`src/rtl/conv_mul_pipe.sv`:
```
// rtl/conv_mul_pipe.sv - pipelined multiplier with optional per-beat multiply-accumulate
//
// Ports:
//   ap_clk, ap_rst_n          clock, synchronous active-low reset
//   in_valid/in_ready         input beat handshake
//   in_a, in_b                operands (signedness per A_SIGNED/B_SIGNED)
//   in_acc, in_last           beat belongs to an accumulation run / closes the run
//   out_valid/out_ready       result handshake
//   out_p, out_last           product or accumulated sum, last flag of emitting beat
module conv_mul_pipe #(
    parameter int A_WIDTH   = 8,
    parameter int B_WIDTH   = 14,
    parameter int P_WIDTH   = 21,
    parameter int NUM_STAGE = 3,
    parameter int A_SIGNED  = 0,
    parameter int B_SIGNED  = 0
) (
    input  logic               ap_clk,
    input  logic               ap_rst_n,
    input  logic               in_valid,
    output logic               in_ready,
    input  logic [A_WIDTH-1:0] in_a,
    input  logic [B_WIDTH-1:0] in_b,
    input  logic               in_acc,
    input  logic               in_last,
    output logic               out_valid,
    input  logic               out_ready,
    output logic [P_WIDTH-1:0] out_p,
    output logic               out_last
);

    localparam int W = A_WIDTH + B_WIDTH;
    // Multiply at the wider of the full product and the result so that,
    // when P_WIDTH > W, the operand extension also extends the product.
    localparam int M = (P_WIDTH > W) ? P_WIDTH : W;

    logic               adv;
    logic [M-1:0]       a_m;
    logic [M-1:0]       b_m;
    logic [P_WIDTH-1:0] prod_p;
    logic               a_sx;
    logic               b_sx;

    logic               feed_valid;
    logic [P_WIDTH-1:0] feed_p;
    logic               feed_acc;
    logic               feed_last;
    logic [P_WIDTH-1:0] acc_q;

    // Whole pipeline moves in lockstep; only a stalled full output register
    // freezes it.
    assign adv      = !out_valid || out_ready;
    assign in_ready = adv && ap_rst_n;

    always_comb begin
        a_sx   = (A_SIGNED != 0) && in_a[A_WIDTH-1];
        b_sx   = (B_SIGNED != 0) && in_b[B_WIDTH-1];
        a_m    = {{(M-A_WIDTH){a_sx}}, in_a};
        b_m    = {{(M-B_WIDTH){b_sx}}, in_b};
        prod_p = P_WIDTH'(a_m * b_m);
    end

    generate
        if (NUM_STAGE > 1) begin : g_pipe
            localparam int D = NUM_STAGE - 1;

            logic [P_WIDTH-1:0] s_p [D];
            logic [D-1:0]       s_valid;
            logic [D-1:0]       s_acc;
            logic [D-1:0]       s_last;

            always_ff @(posedge ap_clk) begin
                if (!ap_rst_n) begin
                    s_valid <= '0;
                    s_acc   <= '0;
                    s_last  <= '0;
                    for (int i = 0; i < D; i++) begin
                        s_p[i] <= '0;
                    end
                end else if (adv) begin
                    s_valid[0] <= in_valid;
                    s_p[0]     <= prod_p;
                    s_acc[0]   <= in_acc;
                    s_last[0]  <= in_last;
                    for (int i = 1; i < D; i++) begin
                        s_valid[i] <= s_valid[i-1];
                        s_p[i]     <= s_p[i-1];
                        s_acc[i]   <= s_acc[i-1];
                        s_last[i]  <= s_last[i-1];
                    end
                end
            end

            assign feed_valid = s_valid[D-1];
            assign feed_p     = s_p[D-1];
            assign feed_acc   = s_acc[D-1];
            assign feed_last  = s_last[D-1];
        end else begin : g_direct
            // Single stage: the product lands straight in the output register.
            assign feed_valid = in_valid;
            assign feed_p     = prod_p;
            assign feed_acc   = in_acc;
            assign feed_last  = in_last;
        end
    endgenerate

    // Output register and accumulator. Plain beats bypass the accumulator,
    // so they can interleave with an open run without disturbing it.
    always_ff @(posedge ap_clk) begin
        if (!ap_rst_n) begin
            out_valid <= 1'b0;
            out_p     <= '0;
            out_last  <= 1'b0;
            acc_q     <= '0;
        end else if (adv) begin
            if (feed_valid && (!feed_acc || feed_last)) begin
                out_valid <= 1'b1;
                out_p     <= feed_acc ? (acc_q + feed_p) : feed_p;
                out_last  <= feed_last;
                if (feed_acc) begin
                    acc_q <= '0;
                end
            end else begin
                out_valid <= 1'b0;
                if (feed_valid) begin
                    acc_q <= acc_q + feed_p;
                end
            end
        end
    end

endmodule

```
`config.mk`:
```
export PLATFORM = sky130hd
export DESIGN_NAME = conv_mul_pipe
export DESIGN_NICKNAME = d
export VERILOG_FILES = /design/src/rtl/conv_mul_pipe.sv
export SDC_FILE = /design/constraint.sdc
export NUM_CORES = 1
export LEC_CHECK = 0
export ABC_AREA = 1
export ABC_CLOCK_PERIOD_IN_PS = 4000
export CORE_UTILIZATION = 50
export DETAILED_ROUTE_END_ITERATION = 10
export DONT_BUFFER_PORTS = 1
export HOLD_SLACK_MARGIN = 0.08
export PLACE_DENSITY = 0.68
export SYNTH_ARGS = -nofsm -noshare
export SYNTH_HDL_FRONTEND = slang
export SYNTH_SLANG_ARGS = --single-unit
```
`constraint.sdc`:
```
create_clock -name ap_clk -period 4 [get_ports ap_clk]
set_input_delay 0.4 -clock ap_clk [delete_from_list [all_inputs] [get_ports ap_clk]]
set_output_delay 0.4 -clock ap_clk [all_outputs]
set_load 0.02 [all_outputs]
```
Word-level counts from Yosys, hierarchy flattened --
Memory sizes are Yosys's and may differ from the RTL's. Index checks and enable logic that the tools add are counted.
Word-level totals: bits in registers 50, memory bits (writable) 42, bits of input ports 28, output and inout port bits 24, word-level logic and storage cells 33, memories 1
Cells by class: add/subtract/negate cells 1, $mul 1, equality and inequality tests 1, multiplexer cells 11, bitwise logic cells 2, reduce and logical (&&, ||, !) cells 9
Memory list:
- g_pipe.s_p | words 2, bits a word 21, rd ports 2, clocked after memory_dff 0, wr ports 2, line 67 | logic [P_WIDTH-1:0] s_p [D];
Operators by type and width (count):
- $mux W21 | 6
- $add A21 B21 Y21 | 1
- $mul A8 B14 Y21 | 1
- $mux W1 | 5
- $reduce_and A3 Y1 | 1
- $logic_and A1 B1 Y1 | 2
- $logic_not A1 Y1 | 2
- $logic_or A1 B1 Y1 | 2
- $ne A2 B2 Y1 const B | 1
- $or A1 B1 Y1 | 2
- $reduce_and A2 Y1 | 1
- $reduce_bool A2 Y1 | 1

Logic depth before layout (Yosys ltp) --
Gate-level depths: netlist (run 1).
depth in word-level cells 6, mapped depth 20, depth with buffers taken out 19

Least setup slack after synthesis (run 1) --
OpenSTA, ideal clock, no wires.
path type input port to flip-flop, start in in_a[2], end mem g_pipe.s_p[0][17], data pin, data arrival time 3806 ps, setup slack -76 ps, cell stages on the path 16, buffers on the path 1, path through clkbuf_1 -> nand2_1 -> inv_1 -> fa_1 -> fa_1 -> fa_1 -> inv_1 -> fa_1 -> inv_1 -> ha_1 -> a21oi_1 -> o21ai_0 -> a211oi_1 -> nand2_1 -> nand2_1 -> a21oi_1
RTL lines:
- start: declaration | line 22 | input logic [A_WIDTH-1:0] in_a,
- end: declaration | line 67

==> qor.yml, run 1 <==
io_pins: 52
synth_edf_count: 42
synth_seq_cells: 92
antenna_cells: 0
num_vias: 6994
clk_pin_slew_ns: 0.08
cts_hold_buf: 0
overflow: 0
fin_skew_ns: 0.01024
cap_violations: 0
timing.final.ws_setup_ns: 0.2574
postLayoutCellArea_um2: 9107
seq_area_frac_synth_pct: 26.43
clk_latency_ns: 0.35
die_h_um: 132.8
worstSetupPathType: "in -> reg"
cts_buffer_depth: 2
async_flop_share_pct: 0
cp_data_arrival_time_ns: 3.93
finalPower_mw: 4.443
synthTopCellsByCount: "332 x nand2_1, 250 x inv_1, 90 x a21oi_1, 90 x nor2_1, 72 x fa_1"
cts_tree: "built"
cts_buffers: 9
synth-main-ff-cell: "dfxtp_1"
dp_slack_ns: -0.1234
final_antenna_net_count: 0
rows: 47
syn_nets: 1339
maxSlewViolCount: 0
synth_top_cell_by_area: "fa_1"
drc: 0
initial_utilization_pct: 51.42
seq_area_um2: 2262
syn_to_final_growth_pct: 6.418
yosysMostFrequentCell: "nand2_1"
dp_hpwl_um: 14910
core-area_um2: 16640
first_pass_iters: 5
drive_above_1_share_pct: 5.484
status: "finished, final reports clean"
cts.sinks: 92
cts-root-buf: "clkbuf_16"
netlist_instances: 1179
grt_pass1_wl_um: 33290
max-slew-margin-rel_pct: 31.34
antenna_found_initial: 0
dpl_cell_area_um2: 8772
avgViaCountPerCell: 5.043
cp-start-kind: "input pin"
synth_area_um2: 8558
hold_viol_final: 0
fp.dieW_um: 132.8
routabilityCongestion: 0.9290
synthDistinctLibCells: 40
dieArea_um2: 17640
multi_input_comb_area_um2: 5180
finalSetupViolCount: 0
max_freq_ghz: 0.2672
cts.htree.levels: 3
cellPowerDensity_nw_per_um2: 487.8
worstPathRequired_ns: 4.19
ctsResizeCount: 0
fin_crit_ns: 3.743
leakage_nw: 4.829
worstMarginPinSlew_ns: 1.026
rsz0062_at_grt: "false"
drt-total-wl_um: 19220
r2r_setup_slack_ns: 1.77
wl_per_cell_um: 13.86
post_cts_buffers: 0
timing.final.crit_share_pct: 93.56
crit_fanout: 8
drt_first_iter_violations: 328
yosys_warnings: 0
portBuffers: 0
dp.cells: 1371
fillers: 1568
finalNonFillerCells: 1387
synth_top_area_share_pct: 16.84
fin_nets: 1322
final_util_pct: 54.73
yosys-top-cells-area: "fa_1 17%, edfxtp_1 15%, nand2_1 15%, dfxtp_1 12%, inv_1 11%"
cp-end-kind: "register"
hold_class: "in -> reg"
gr-usage-all-layers_pct: 23.46
grt_max_degree: 50
ir_worst_vdd_v: 0.0002217
syn_avg_cell_area_um2: 7.259
grt_pass1_vias: 7118
final cells by class:
class	instances	share of cell area, %
clock buffers	9	2.473
well taps	220	3.022
multi-input cells	791	56.88
repair buffers	15	1.236
clock inverters	7	1.127
inverters	253	10.43
flip-flops and latches	92	24.84
sequential cells by signal (all words and copies together), names as in the netlist:
signal and flops:
g_pipe.s_p 42, acc_q 21, out_p 21, g_pipe.s_acc 2, g_pipe.s_last 2, g_pipe.s_valid 2, out_last 1, out_valid 1
final timing paths:
kind	endpoint	cells past startpoint	from
min reg2reg	acc_q[13]	2	acc_q[13]
min	g_pipe.s_acc[0]	2	in_acc
max	g_pipe.s_p[0][18]	16	in_b[6]
max reg2reg	out_p[14]	12	g_pipe.s_p[0][21]
worst max-delay path, stage by stage:
cell and delay [ns]:
nand2_1 0.04, inv_1 0.05, fa_1 0.57, inv_1 0.07, fa_1 0.55, fa_1 0.43, fa_1 0.49, inv_1 0.04
ha_1 0.32, nand2_1 0.11, nor2_1 0.17, nand3_1 0.10, nand3_1 0.16, a21oi_1 0.11, or2_1 0.21, a21oi_1 0.13
cell usage in the layout (no fill, tap or decap), types with 2 or more instances in the layout:
master       n
a21o_1       5
a21oi_1     89
a21oi_2      2
a31oi_1      2
buf_4       15
clkbuf_16    9
clkinv_8     2
dfxtp_1     50
edfxtp_1    42
fa_1        72
ha_1        60
inv_1      250
inv_2        3
inv_6        2
inv_8        2
nand2_1    331
nand2_2      7
nand3_1     43
nand3_2      2
nand3b_1     4
nand4_1      6
nor2_1      90
nor2_2       4
nor3_1       7
o21ai_0     20
o21ai_1      4
o21ai_2      5
o21bai_1     4
o22ai_1      3
or2_1        2
or2_2        6
xnor2_1      6
xor2_1       9
metrics by stage:
stage	TNS (ns)	hold slack (ns)
floorplan	0	0.4441
global placement	-0.3966	0.4576
detailed placement	-0.5500	0.4606
CTS	0	0.1626
global route	0	0.1636
finish	0	0.1656
report_power, final:
part           leakage (nW)  internal [mW]  switching (mW)
sequential            0.901           1.16          0.0715
clock                 0.160          0.509           0.424
combinational          3.77          0.947            1.33
total                  4.83           2.61            1.83
routing by layer:
layer  vias to the layer above  GRT usage (%)  share of wire, %
met4                         0          8.685               3.1
met3                        37          3.448               3.4
met2                       154          41.42                50
met5                         -              0                 0
met1                      3250          28.92                44
li1                       3553              -                 -
cells by family after synthesis:
kind of cell / count (synthesis) / synth area share [%]
AND/OR/NAND/NOR: 504 / 23.96
flip-flops: 92 / 26.43
adder cells (fa/ha/maj): 132 / 25.61
AO/OA/AOI/OAI: 139 / 9.064
XOR/XNOR: 16 / 1.725
buffers and inverters: 296 / 13.20
Power figures use the tool's default switching activity.
==> run 2: changes to the inputs <==
--- a/config.mk
+++ b/config.mk
@@ -11,7 +11,7 @@
 export DETAILED_ROUTE_END_ITERATION = 10
 export DONT_BUFFER_PORTS = 1
 export HOLD_SLACK_MARGIN = 0.08
-export PLACE_DENSITY = 0.68
+export PLACE_DENSITY = 0.76
 export SYNTH_ARGS = -nofsm -noshare
 export SYNTH_HDL_FRONTEND = slang
 export SYNTH_SLANG_ARGS = --single-unit
==> constraint.sdc (replaced) <==
create_clock -name ap_clk -period 4 [get_ports ap_clk]
set_input_delay 0.2 -clock ap_clk [delete_from_list [all_inputs] [get_ports ap_clk]]
set_output_delay 0.2 -clock ap_clk [all_outputs]
set_load 0.02 [all_outputs]
==> qor.yml, run 2 (same netlist as run 1, synthesis figures left out) <==
critPathBufInv: 3  # unchanged
cts_tree: "built"  # unchanged
status: "finished, final reports clean"  # unchanged
ir_worst_vdd_v: 0.0002247  # was 0.0002217 V
die_h_um: 132.8  # unchanged
fin_nets: 1315  # was 1,322
cap_violations: 0  # unchanged
max_stage_delay_ns: 0.56  # was 0.57 ns
cts_buffer_depth: 2  # unchanged
hold_viol_final: 0  # unchanged
dieArea_um2: 17640  # unchanged
grt_pass1_vias: 7044  # was 7,118
timing.final.crit_share_pct: 89.17  # was 93.56%
overflow: 0  # unchanged
syn_to_final_growth_pct: 5.731  # was 6.418%
layout_commonest_cell: "nand2_1"  # unchanged
finalNonFillerCells: 1380  # was 1,387
hold_slack_ns: 0.09532  # was 0.1656 ns
rows: 47  # unchanged
drc: 0  # unchanged
fin_crit_ns: 3.567  # was 3.743 ns
gr-usage-all-layers_pct: 22.82  # was 23.46%
worstPathRequired_ns: 4.19  # about the same
cts.sinks: 92  # unchanged
avgViaCountPerCell: 5.080  # was 5.043
largest_reg_flops: 42  # unchanged
timing.final.ws_setup_ns: 0.4331  # was 0.2574 ns
wl_per_cell_um: 13.73  # was 13.86 µm
clk_latency_ns: 0.35  # about the same
crit_family: "adder cells"  # unchanged
cts-root-buf: "clkbuf_16"  # unchanged
drive_above_1_share_pct: 4.397  # was 5.484%
grt_pass1_wl_um: 32380  # was 33,290 µm
dp_slack_ns: 0.08916  # was -0.1234 ns
regMostFlops: "g_pipe.s_p"  # unchanged
cts_buffers: 9  # unchanged
final_cell_mix: "331 x nand2_1, 250 x inv_1, 90 x nor2_1, 90 x a21oi_1, 72 x fa_1"  # was 331 x nand2_1, 250 x inv_1, 90 x nor2_1
dp_hpwl_um: 14730  # was 14,910 µm
crit_top_cell: "fa_1"  # unchanged
post_cts_buffers: 0  # unchanged
hold_class: "in -> reg"  # unchanged
cp-start-kind: "input pin"  # unchanged
worstSetupPathType: "in -> reg"  # unchanged
cp_cell_sequence: "nand2_1 > inv_1 > fa_1 > inv_1 > fa_1 > fa_1 > fa_1 > inv_1 > ha_1 > a21oi_1 > a21boi_2 > o21ai_2 > or2_2 > a21oi_1"  # was nand2_1 > inv_1 > fa_1 > inv_1 > fa_1 > fa_1 > fa_1 > inv_1 > ha_1 > nand2_1 > nor2_1 > nand3_1 > nand3_1 > a21oi_1 > or2_1 > a21oi_1
rsz0062_at_grt: "false"  # unchanged
fin_setup_tns_ns: 0  # unchanged
max-slew-margin-rel_pct: 28.94  # was 31.34%
num_vias: 7010  # was 6,994
cts.htree.levels: 3  # unchanged
routabilityCongestion: 0.9206  # was 0.9290
drt_first_iter_violations: 450  # was 328
antenna_found_initial: 0  # unchanged
ctsResizeCount: 0  # unchanged
crit_fanout: 8  # unchanged
finalPower_mw: 4.236  # was 4.443 mW
core-area_um2: 16640  # unchanged
top_regs: "g_pipe.s_p: 42 flops, acc_q: 21 flops, out_p: 21 flops"  # unchanged
max_freq_ghz: 0.2804  # was 0.2672 GHz
finalSetupViolCount: 0  # unchanged
maxSlewViolCount: 0  # unchanged
first_pass_iters: 7  # was 5
initial_utilization_pct: 51.42  # unchanged
antenna_cells: 0  # unchanged
portBuffers: 0  # unchanged
fin_skew_ns: 0.01102  # was 0.01024 ns
cellPowerDensity_nw_per_um2: 468.1  # was 487.8 nW/µm²
cp_data_arrival_time_ns: 3.75  # was 3.93 ns
drt-total-wl_um: 18940  # was 19,220 µm
cp-end-kind: "register"  # unchanged
final_antenna_net_count: 0  # unchanged
grt_max_degree: 50  # unchanged
worst_path_max_delay_cell: "fa_1"  # unchanged
leakage_nw: 4.785  # was 4.829 nW
dp.cells: 1360  # was 1,371
io_pins: 52  # unchanged
worstMarginPinSlew_ns: 1.062  # was 1.026 ns
clk_pin_slew_ns: 0.06  # was 0.08 ns
fp.dieW_um: 132.8  # unchanged
-- run 2: changes by cell type in the layout (fill, tap and decap cells not counted), sizes merged --
cell,change
buf,-11
bufinv,+1
clkinv,+1
dlygate4sd3,+4
inv,-2
-- run 2: final timing paths --
path,slack [ns],cells past startpoint,from,to
worst min register to register,0.47,2,g_pipe.s_valid[0],g_pipe.s_valid[1]
worst min-delay path,0.1,2,in_b[0],g_pipe.s_p[0][0]
worst max register to register,1.69,5,out_valid,g_pipe.s_p[0][7]
worst max-delay path,0.43,14,in_b[6],g_pipe.s_p[0][11]
-- run 2: worst register-to-register path: cells and delay by family (launching register included) --
kind                   cells  cell delay (ns)
DFF                        1             0.49
and+or+nand+nor            2             0.72
AOI/OAI and AO/OA          1             0.14
buffers and inverters      2             0.68
-- run 2: cell type report --
class                   count  area [µm²]
repair buffers              8       70.07
clock buffers               9       225.2
inverters                 253       949.7
flip-flops and latches     92        2262
fillers                  1592        7594
clock inverters             7       97.59
multi-input cells         791        5169
well taps                 220       275.3
-- run 2: per-stage QoR --
step	cell area (µm²)	utilization (%)
CTS	9049	54.37
floorplan	8558	-
global route	9049	54.37
global placement	8686	52.19
finish	9049	54.37
detailed placement	8686	52.19
-- run 2: where the power goes --
part,switching [mW],internal (mW)
clock network,0.382,0.552
logic,1.27,0.798
registers,0.0713,1.16
-- run 2: what timing repair did --
action,in CTS,in global routing
hold endpoints to repair,15,0
hold buffers,4,0
endpoints found under the setup margin,0,0
-- run 2: layer usage --
metal | GRT usage (%) | wire (µm) | vias to the layer above | share of wire (%)
li1 | - | - | 3536 | -
met1 | 27.82 | 8087 | 3260 | 43
met2 | 40.49 | 9453 | 178 | 50
met3 | 3.640 | 964 | 36 | 5.1
met4 | 8.301 | 437 | 0 | 2.3
met5 | 0 | 0 | - | 0
